[config.mk]
export PLATFORM = sky130hd
export DESIGN_NAME = serial_add_sched
export DESIGN_NICKNAME = d
export VERILOG_FILES = /design/src/rtl/serial_add_sched.sv
export SDC_FILE = /design/constraint.sdc
export NUM_CORES = 1
export LEC_CHECK = 0
export BUFFER_PORTS_ARGS = -buffer_cell sky130_fd_sc_hd__buf_2
export CAP_MARGIN = 20
export CORE_MARGIN = 2
export CORE_UTILIZATION = 53
export CTS_CLUSTER_DIAMETER = 100
export DETAILED_ROUTE_END_ITERATION = 8
export GPL_ROUTABILITY_DRIVEN = 0
export GPL_TIMING_DRIVEN = 1
export PLACE_DENSITY = 0.84
export SLEW_MARGIN = 20
export SYNTH_ARGS = -nofsm -noshare
export SYNTH_HDL_FRONTEND = slang
export SYNTH_SLANG_ARGS = --single-unit
[constraint.sdc]
create_clock -name clk -period 2.8 [get_ports clk]
set_input_delay 0.14 -clock clk [delete_from_list [all_inputs] [get_ports clk]]
set_output_delay 0.14 -clock clk [all_outputs]
set_load 0.02 [all_outputs]
[src/rtl/serial_add_sched.sv]
// Round-robin front end for one shared 1-bit full-adder cell.
// Grants one of two requesters, adds LSB-first over WIDTH cycles and holds the result.
module serial_add_sched #(
    parameter int unsigned WIDTH = 8
) (
    input  logic             clk,
    input  logic             rst_n,
    input  logic             req0_valid,
    output logic             req0_ready,
    input  logic [WIDTH-1:0] req0_a,
    input  logic [WIDTH-1:0] req0_b,
    input  logic             req0_cin,
    input  logic             req1_valid,
    output logic             req1_ready,
    input  logic [WIDTH-1:0] req1_a,
    input  logic [WIDTH-1:0] req1_b,
    input  logic             req1_cin,
    output logic             out_valid,
    input  logic             out_ready,
    output logic [WIDTH-1:0] out_sum,
    output logic             out_cout,
    output logic             out_id,
    output logic             busy
);

    localparam int unsigned CW = (WIDTH > 1) ? $clog2(WIDTH) : 1;

    typedef enum logic [1:0] {StIdle, StRun, StDone} state_t;

    state_t           state_q, state_d;
    logic [WIDTH-1:0] a_q, a_d, b_q, b_d, sum_q, sum_d;
    logic [CW-1:0]    cnt_q, cnt_d;
    logic             carry_q, carry_d;
    logic             cout_q, cout_d;
    logic             id_q, id_d;
    logic             last_id_q, last_id_d;
    logic             grant0, grant1;
    logic             fa_sum, fa_cout;

    // On contention, the requester not served last wins.
    assign grant0 = req0_valid && (!req1_valid || last_id_q);
    assign grant1 = req1_valid && (!req0_valid || !last_id_q);

    assign req0_ready = rst_n && (state_q == StIdle) && grant0;
    assign req1_ready = rst_n && (state_q == StIdle) && grant1;

    assign fa_sum  = a_q[0] ^ b_q[0] ^ carry_q;
    assign fa_cout = (a_q[0] & b_q[0]) | (carry_q & (a_q[0] ^ b_q[0]));

    assign out_valid = (state_q == StDone);
    assign busy      = (state_q != StIdle);
    assign out_sum   = sum_q;
    assign out_cout  = cout_q;
    assign out_id    = id_q;

    always_comb begin
        state_d   = state_q;
        a_d       = a_q;
        b_d       = b_q;
        sum_d     = sum_q;
        cnt_d     = cnt_q;
        carry_d   = carry_q;
        cout_d    = cout_q;
        id_d      = id_q;
        last_id_d = last_id_q;
        unique case (state_q)
            StIdle: begin
                if (req0_valid && req0_ready) begin
                    a_d     = req0_a;
                    b_d     = req0_b;
                    carry_d = req0_cin;
                    cnt_d   = '0;
                    id_d    = 1'b0;
                    state_d = StRun;
                end else if (req1_valid && req1_ready) begin
                    a_d     = req1_a;
                    b_d     = req1_b;
                    carry_d = req1_cin;
                    cnt_d   = '0;
                    id_d    = 1'b1;
                    state_d = StRun;
                end
            end
            StRun: begin
                // Operands shift right; sum bits enter at the top and land in place after WIDTH steps.
                a_d     = a_q >> 1;
                b_d     = b_q >> 1;
                sum_d   = (sum_q >> 1) | (WIDTH'(fa_sum) << (WIDTH - 1));
                carry_d = fa_cout;
                cnt_d   = cnt_q + CW'(1);
                if (cnt_q == CW'(WIDTH - 1)) begin
                    cout_d  = fa_cout;
                    state_d = StDone;
                end
            end
            StDone: begin
                if (out_ready) begin
                    last_id_d = id_q;
                    state_d   = StIdle;
                end
            end
            default: state_d = StIdle;
        endcase
    end

    always_ff @(posedge clk) begin
        if (!rst_n) begin
            state_q   <= StIdle;
            a_q       <= '0;
            b_q       <= '0;
            sum_q     <= '0;
            cnt_q     <= '0;
            carry_q   <= 1'b0;
            cout_q    <= 1'b0;
            id_q      <= 1'b0;
            last_id_q <= 1'b1;
        end else begin
            state_q   <= state_d;
            a_q       <= a_d;
            b_q       <= b_d;
            sum_q     <= sum_d;
            cnt_q     <= cnt_d;
            carry_q   <= carry_d;
            cout_q    <= cout_d;
            id_q      <= id_d;
            last_id_q <= last_id_d;
        end
    end

endmodule
==> metrics, run 1 <==
outcome=complete, no violations; clock tree from TritonCTS=yes; die outline width=roughly 60 um; Synth cell types=30; detailed-route vias per instance=5.66; cell internal power dissipation=0.000720 W; number of buffer and inverter stages on the critical path=2; ant diodes=0; Synth Register Bits=33; Slew HR=0.521; Mapped Avg Cell Area=8.25 sq um; sequential share of the synthesized area=0.421; remaining antenna violation count after routing=0; HPWL Detailed=2.47 mm; capturing element type of the critical path=output pin; Worst-Margin Slew=0.715 ns; quantity of hold-fixing buffers added after cts=0; static power due to leakage=0.777 nW; critical path, cell by cell=nor3b_2, nand3_4, clkinv_4, buf_2; DRT Pass-1 Iters=4; max-capacitance violation count=0; die area=between 3000 and 4000 sq um; number of max-slew violations in the final report=0; switching power=approximately 0.00031 W; worst ir drop on vdd=between 400 and 500 uV; delay of the slowest critical-path stage=0.40 ns; cell area after technology mapping=1570 sq um; Final Hold Violating Endpoints=0; post-placement setup slack=1.10 ns; area inside the core boundary=2780 sq um; number of clock buffers inserted by TritonCTS=5; Root Driver=sky130_fd_sc_hd__clkbuf_4; power density normalized to cell area=559 nW/um^2; count of unresolved DRC violations after routing=0; top-level I/O count=53; most used cells in the layout excluding fill and tap cells=52 x sky130_fd_sc_hd__buf_2, 36 x sky130_fd_sc_hd__nand2_1, 33 x sky130_fd_sc_hd__dfxtp_1; sink count of the clock tree=33; post-synth net total=232; Data required, critical path=2.66 ns; Iter 0 DRT Violations=65; number of failing setup endpoints in the final timing report=0; post-layout power=0.00103 W; critical path data arrival time=1.72 ns; pin count of the biggest net entering global routing=32; largest fanout of any net on the critical path=19; Ys Warns=0; type of the worst setup path=register to output pin; share of total power in the clock network=0.261; fin cells=266; share of layout cells above drive strength 1=0.281; Max Fclk=0.537 GHz; vias in the first global route=1348; critical path's top delay family=simple AND/OR/NAND/NOR gates; sequential cell fraction of total power=0.529; min setup slack post-route=0.937 ns; post-CTS resize count=0; master of the slowest instance on the critical path=sky130_fd_sc_hd__dfxtp_1; switch share=0.303; top post-synthesis cells by area=sky130_fd_sc_hd__dfxtp_1 42%, sky130_fd_sc_hd__nor3_1 9.9%, sky130_fd_sc_hd__nand2_1 8.6%, sky130_fd_sc_hd__o31ai_1 7.2%, sky130_fd_sc_hd__a21boi_0 4.8%; number of antenna violations at the first check in global routing=0; RSZ-0062 raised after global routing=false; layout filler cell count=about 240; final wirelength=3.54 mm; Inst Count DP=259; count of vias placed by the detailed router=1505; area growth from synthesis to layout=18.0%; post-detailed-route wirelength per cell=13.3 um; Post-Route Skew=0.0130 ns; post-synth top area share=0.421; H-tree depth reported by CTS=2; share of total power in combinational logic=0.210; IO buf count=52; final period utilization=0.665; first-pass GRT wire length=5.73 mm; maximum root-to-sink buffer count=2; post-CTS setup-driven buffer insertion count=0; startpoint type of the worst setup path=register; Synth Instances=190; most common cell after layout, fill and taps aside=sky130_fd_sc_hd__buf_2; Hold/Removal Path Class=input pin to register; post-layout min period=1.86 ns; sum of negative setup slack=0 ns; leftover overflow at the end of global routing=0; clock transition at the registers of the reported paths=0.10 ns; Initial Utilization=0.564; Total GRT Usage=0.215; number of cell rows=19; Die Y=58.4 um; insertion delay to the later sink of the worst-skew pair=0.33 ns; Final #Nets=277; Hold Slack=between 0.04 and 0.05 ns; leading area contributor after synthesis=sky130_fd_sc_hd__dfxtp_1
## cell usage after synthesis
cell type,instances
sky130_fd_sc_hd__nand3_4,1
sky130_fd_sc_hd__nand3_1,3
sky130_fd_sc_hd__a21o_1,1
sky130_fd_sc_hd__nand2_1,36
sky130_fd_sc_hd__clkbuf_1,4
sky130_fd_sc_hd__buf_4,1
sky130_fd_sc_hd__o21a_1,1
sky130_fd_sc_hd__o21ai_0,15
sky130_fd_sc_hd__o21ai_1,1
sky130_fd_sc_hd__a222oi_1,2
sky130_fd_sc_hd__and3_1,1
sky130_fd_sc_hd__a21oi_1,1
sky130_fd_sc_hd__nand2b_1,3
sky130_fd_sc_hd__nor3_1,31
sky130_fd_sc_hd__o31ai_1,15
sky130_fd_sc_hd__nor2b_1,5
sky130_fd_sc_hd__buf_2,9
sky130_fd_sc_hd__or2_2,1
sky130_fd_sc_hd__ha_1,2
sky130_fd_sc_hd__inv_1,4
sky130_fd_sc_hd__a31o_2,1
sky130_fd_sc_hd__a311o_1,1
sky130_fd_sc_hd__fa_1,1
sky130_fd_sc_hd__a21boi_0,10
sky130_fd_sc_hd__buf_8,1
sky130_fd_sc_hd__nor3b_2,2
sky130_fd_sc_hd__dfxtp_1,33
sky130_fd_sc_hd__nor2_1,1
sky130_fd_sc_hd__clkinv_4,1
sky130_fd_sc_hd__a22oi_1,2
## worst paths after layout
kind              start         end  slack [ns]  cells after the start
max          state_q[1]  req0_ready        0.94                      4
min           req1_a[7]      a_q[7]        0.04                      3
max reg2reg  state_q[0]      a_q[0]        1.10                      4
min reg2reg      a_q[4]      a_q[4]        0.45                      2
## worst min-delay path, stage by stage
cell and delay, ns:
sky130_fd_sc_hd__buf_2 0.08, sky130_fd_sc_hd__a222oi_1 0.07, sky130_fd_sc_hd__inv_1 0.05
## power groups by stage
| stage | clock network (W) | logic (W) | registers [W] |
|---|---|---|---|
| floorplan | 0 | 0.000158 | 0.000556 |
| global placement | 0 | 0.000215 | 0.000556 |
| detailed placement | 0 | 0.000218 | 0.000557 |
| CTS | 0.000275 | 0.000218 | 0.000547 |
| global route | 0.000293 | 0.000244 | 0.000553 |
| finish | 0.000269 | 0.000217 | 0.000547 |
## state kept, by name (all words and copies together), names as in the netlist
register,flops
a_q,8
b_q,8
carry_q,1
cnt_q,3
last_id_q,1
out_cout,1
out_id,1
out_sum,8
state_q,2
## per-stage QoR
stage / util / instance area, sq um
final: 0.665 / 1850
after global routing: 0.665 / 1850
after CTS: 0.665 / 1850
after detailed placement: 0.645 / 1790
after global placement: 0.645 / 1790
after floorplan: - / 1570
## logic make-up after synthesis
family | synth area share
buffers and inverters | 0.0678
flip-flops | 0.421
AND/OR/NAND/NOR | 0.264
AO/OA/AOI/OAI | 0.218
adder cells (fa/ha/maj) | 0.0287
## area by class of cell
cell class | count | area, sq um | area share
clock buffers | 7 | 55.1 | 0.0298
multi-input cells | 137 | 803 | 0.434
flip-flops and latches | 33 | 661 | 0.357
repair buffers | 53 | 268 | 0.145
well taps | 31 | 38.8 | 0.0210
inverters | 5 | 23.8 | 0.0129
## per-layer routing
layer,track usage,wire (um),vias up,part of all wire
met5,0,0,-,0
met4,0.0598,35,0,0.0099
met3,0.0484,288,5,0.081
met2,0.358,1580,57,0.45
met1,0.280,1640,688,0.46
li1,-,-,755,-
Power figures use the tool's default switching activity.
==> run 2: changes to the inputs <==
--- a/config.mk
+++ b/config.mk
@@ -5,15 +5,16 @@
 export SDC_FILE = /design/constraint.sdc
 export NUM_CORES = 1
 export LEC_CHECK = 0
+export ABC_AREA = 1
 export BUFFER_PORTS_ARGS = -buffer_cell sky130_fd_sc_hd__buf_2
 export CAP_MARGIN = 20
 export CORE_MARGIN = 2
-export CORE_UTILIZATION = 53
+export CORE_UTILIZATION = 51
 export CTS_CLUSTER_DIAMETER = 100
 export DETAILED_ROUTE_END_ITERATION = 8
 export GPL_ROUTABILITY_DRIVEN = 0
 export GPL_TIMING_DRIVEN = 1
-export PLACE_DENSITY = 0.84
+export PLACE_DENSITY = 0.79
 export SLEW_MARGIN = 20
 export SYNTH_ARGS = -nofsm -noshare
 export SYNTH_HDL_FRONTEND = slang
==> constraint.sdc (replaced) <==
create_clock -name clk -period 1.8 [get_ports clk]
set_input_delay 0.09 -clock clk [delete_from_list [all_inputs] [get_ports clk]]
set_output_delay 0.09 -clock clk [all_outputs]
set_load 0.02 [all_outputs]
==> metrics, run 2 <==
outcome=complete, no violations; post-CTS setup-driven buffer insertion count=0; leftover overflow at the end of global routing=0; Simple-Gate Fraction of Synth Area=0.367; count of unresolved DRC violations after routing=0; number of failing setup endpoints in the final timing report=0; capturing element type of the critical path=output pin; Die Y=62.8 um; Main synth FF type=sky130_fd_sc_hd__dfxtp_1; post-detailed-route wirelength per cell=~11 um; clock transition at the registers of the reported paths=0.10 ns; sum of negative setup slack=0 ns; Final #Nets=~360; top post-synthesis cells by area=sky130_fd_sc_hd__dfxtp_1 37%, sky130_fd_sc_hd__nand2_1 15%, sky130_fd_sc_hd__nand3_1 8.8%, sky130_fd_sc_hd__nor2_1 7.7%, sky130_fd_sc_hd__a21oi_1 7.4%; sequential cell area in the final layout=661 sq um; maximum root-to-sink buffer count=2; final period utilization=0.809; Synth Instances=269; number of max-slew violations in the final report=0; startpoint type of the worst setup path=register; power density normalized to cell area=1000 nW/um^2; Adder-Cell Fraction of Synth Area=0.0255; number of enable-type register cells in the synthesized netlist=0; cell area after technology mapping=1760 sq um; Max Fclk=between 0.6 and 0.7 GHz; most numerous cell types in the synthesized netlist=71 x sky130_fd_sc_hd__nand2_1, 36 x sky130_fd_sc_hd__nor2_1, 33 x sky130_fd_sc_hd__dfxtp_1, 31 x sky130_fd_sc_hd__nand3_1, 28 x sky130_fd_sc_hd__inv_1; area growth from synthesis to layout=20.9%; cell internal power dissipation=between 0.001 and 0.0015 W; Synth cell types=25; sequential cell fraction of total power=0.416; static power due to leakage=about 1.1 nW; Initial Utilization=0.529; post-CTS resize count=0; DRT Pass-1 Iters=5; switching power=0.000723 W; die outline width=62.8 um; Slew HR=0.711; sink count of the clock tree=33; switch share=0.338; RSZ-0062 raised after global routing=false; Post-Synth XOR/XNOR Area=0; Mapped Avg Cell Area=6.56 sq um; ant diodes=0; number of antenna violations at the first check in global routing=0; largest fanout of any net on the critical path=9; layout filler cell count=326; area inside the core boundary=3340 sq um; count of vias placed by the detailed router=1764; critical path data arrival time=1.37 ns; share of synthesized flip-flops with an asynchronous set or reset=0; sequential share of the synthesized area=0.374; number of clock buffers inserted by TritonCTS=5; type of the worst setup path=register to output pin; final wirelength=3.98 mm; top-level I/O count=53; Hold/Removal Path Class=input pin to register; Total GRT Usage=0.222; clock tree from TritonCTS=yes; leading area contributor after synthesis=sky130_fd_sc_hd__dfxtp_1; worst ir drop on vdd=around 510 uV; share of cell area taken by muxes after synthesis=0; number of cell rows=21; most used cells in the layout excluding fill and tap cells=71 x sky130_fd_sc_hd__nand2_1, 52 x sky130_fd_sc_hd__buf_2, 36 x sky130_fd_sc_hd__nor2_1; startpoint of the tightest hold check path=rst_n; dominant combinational cell family by area after synthesis=simple AND/OR/NAND/NOR gates; post-layout power=about 0.0021 W; Root Driver=sky130_fd_sc_hd__clkbuf_4; remaining antenna violation count after routing=0; share of layout cells above drive strength 1=0.243; detailed-route vias per instance=between 4 and 5; share of total power in the clock network=0.277; share of total power in combinational logic=0.307; Post-Route Skew=0.00748 ns; first-pass GRT wire length=6.91 mm; post-layout min period=1.46 ns; Final Hold Violating Endpoints=0; pin count of the biggest net entering global routing=38; Iter 0 DRT Violations=94; insertion delay to the later sink of the worst-skew pair=about 0.36 ns; die area=just under 4000 sq um; cell with the most instances after synthesis=sky130_fd_sc_hd__nand2_1; area of combinational cells with multiple inputs=888 sq um; post-synth net total=311; most common cell after layout, fill and taps aside=sky130_fd_sc_hd__nand2_1; IO buf count=between 50 and 60; Synth Register Bits=33; max-capacitance violation count=0; first element of the critical path=state_q[1]; H-tree depth reported by CTS=2; share of the synthesized area in compound gates (AO/OA/AOI/OAI)=0.111; Worst-Margin Slew=0.433 ns; HPWL Detailed=approximately 2.7 mm; Ys Warns=0; quantity of hold-fixing buffers added after cts=1; post-synth top area share=0.374; vias in the first global route=1617; FF-to-FF Start=state_q[0]; Data required, critical path=between 1.5 and 2 ns
run 2: final cells by class:
type | count | area share
clock buffers | 7 | 0.0258
clock inverters | 1 | 0.0141
inverters | 32 | 0.0587
multi-input cells | 189 | 0.417
flip-flops and latches | 33 | 0.310
well taps | 46 | 0.0270
repair buffers | 59 | 0.148
run 2: through the flow:
step / instance area (sq um) / cells / utilization / setup WS, ns / hold slack [ns]
final: 2130 / 367 / 0.639 / 0.343 / 0.0555
after global placement: 2040 / 358 / 0.610 / 0.414 / 0.371
after CTS: 2130 / 367 / 0.639 / 0.330 / 0.0515
after global routing: 2130 / 367 / 0.639 / 0.195 / 0.0583
after detailed placement: 2040 / 358 / 0.610 / 0.369 / 0.376
after floorplan: 1760 / 269 / - / 0.403 / 0.258
run 2: kinds of logic after synthesis:
| kind of cell | Yosys count |
|---|---|
| buffers and inverters | 47 |
| adder cells (fa/ha/maj) | 3 |
| flip-flops | 33 |
| AO/OA/AOI/OAI | 38 |
| AND/OR/NAND/NOR | 148 |
run 2: critical path: stages, from the launching register on:
cell and delay, ns:
sky130_fd_sc_hd__dfxtp_1 0.33, sky130_fd_sc_hd__inv_2 0.10, sky130_fd_sc_hd__nand2_4 0.08, sky130_fd_sc_hd__nor2_8 0.11, sky130_fd_sc_hd__nand2_2 0.13, sky130_fd_sc_hd__inv_1 0.11, sky130_fd_sc_hd__buf_2 0.16
run 2: worst paths after layout:
path | end | slack [ns] | depth (start not counted)
max | req0_ready | 0.34 | 6
min | cnt_q[1] | 0.06 | 3
max reg2reg | b_q[2] | 0.36 | 9
min reg2reg | out_cout | 0.46 | 2
run 2: metal layers:
layer | vias up | GRT usage | routed length [um]
met5 | - | 0 | 0
met4 | 0 | 0.125 | 96
met3 | 8 | 0.0505 | 146
met2 | 31 | 0.378 | 1920
met1 | 781 | 0.256 | 1820
li1 | 944 | - | -
run 2: power by group through the flow:
stage | clock network [W] | registers [W] | logic, W
floorplan | 0 | 0.000932 | 0.000480
global placement | 0 | 0.000904 | 0.000644
detailed placement | 0 | 0.000904 | 0.000657
CTS | 0.000603 | 0.000890 | 0.000662
global route | 0.000630 | 0.000900 | 0.000766
finish | 0.000592 | 0.000889 | 0.000656
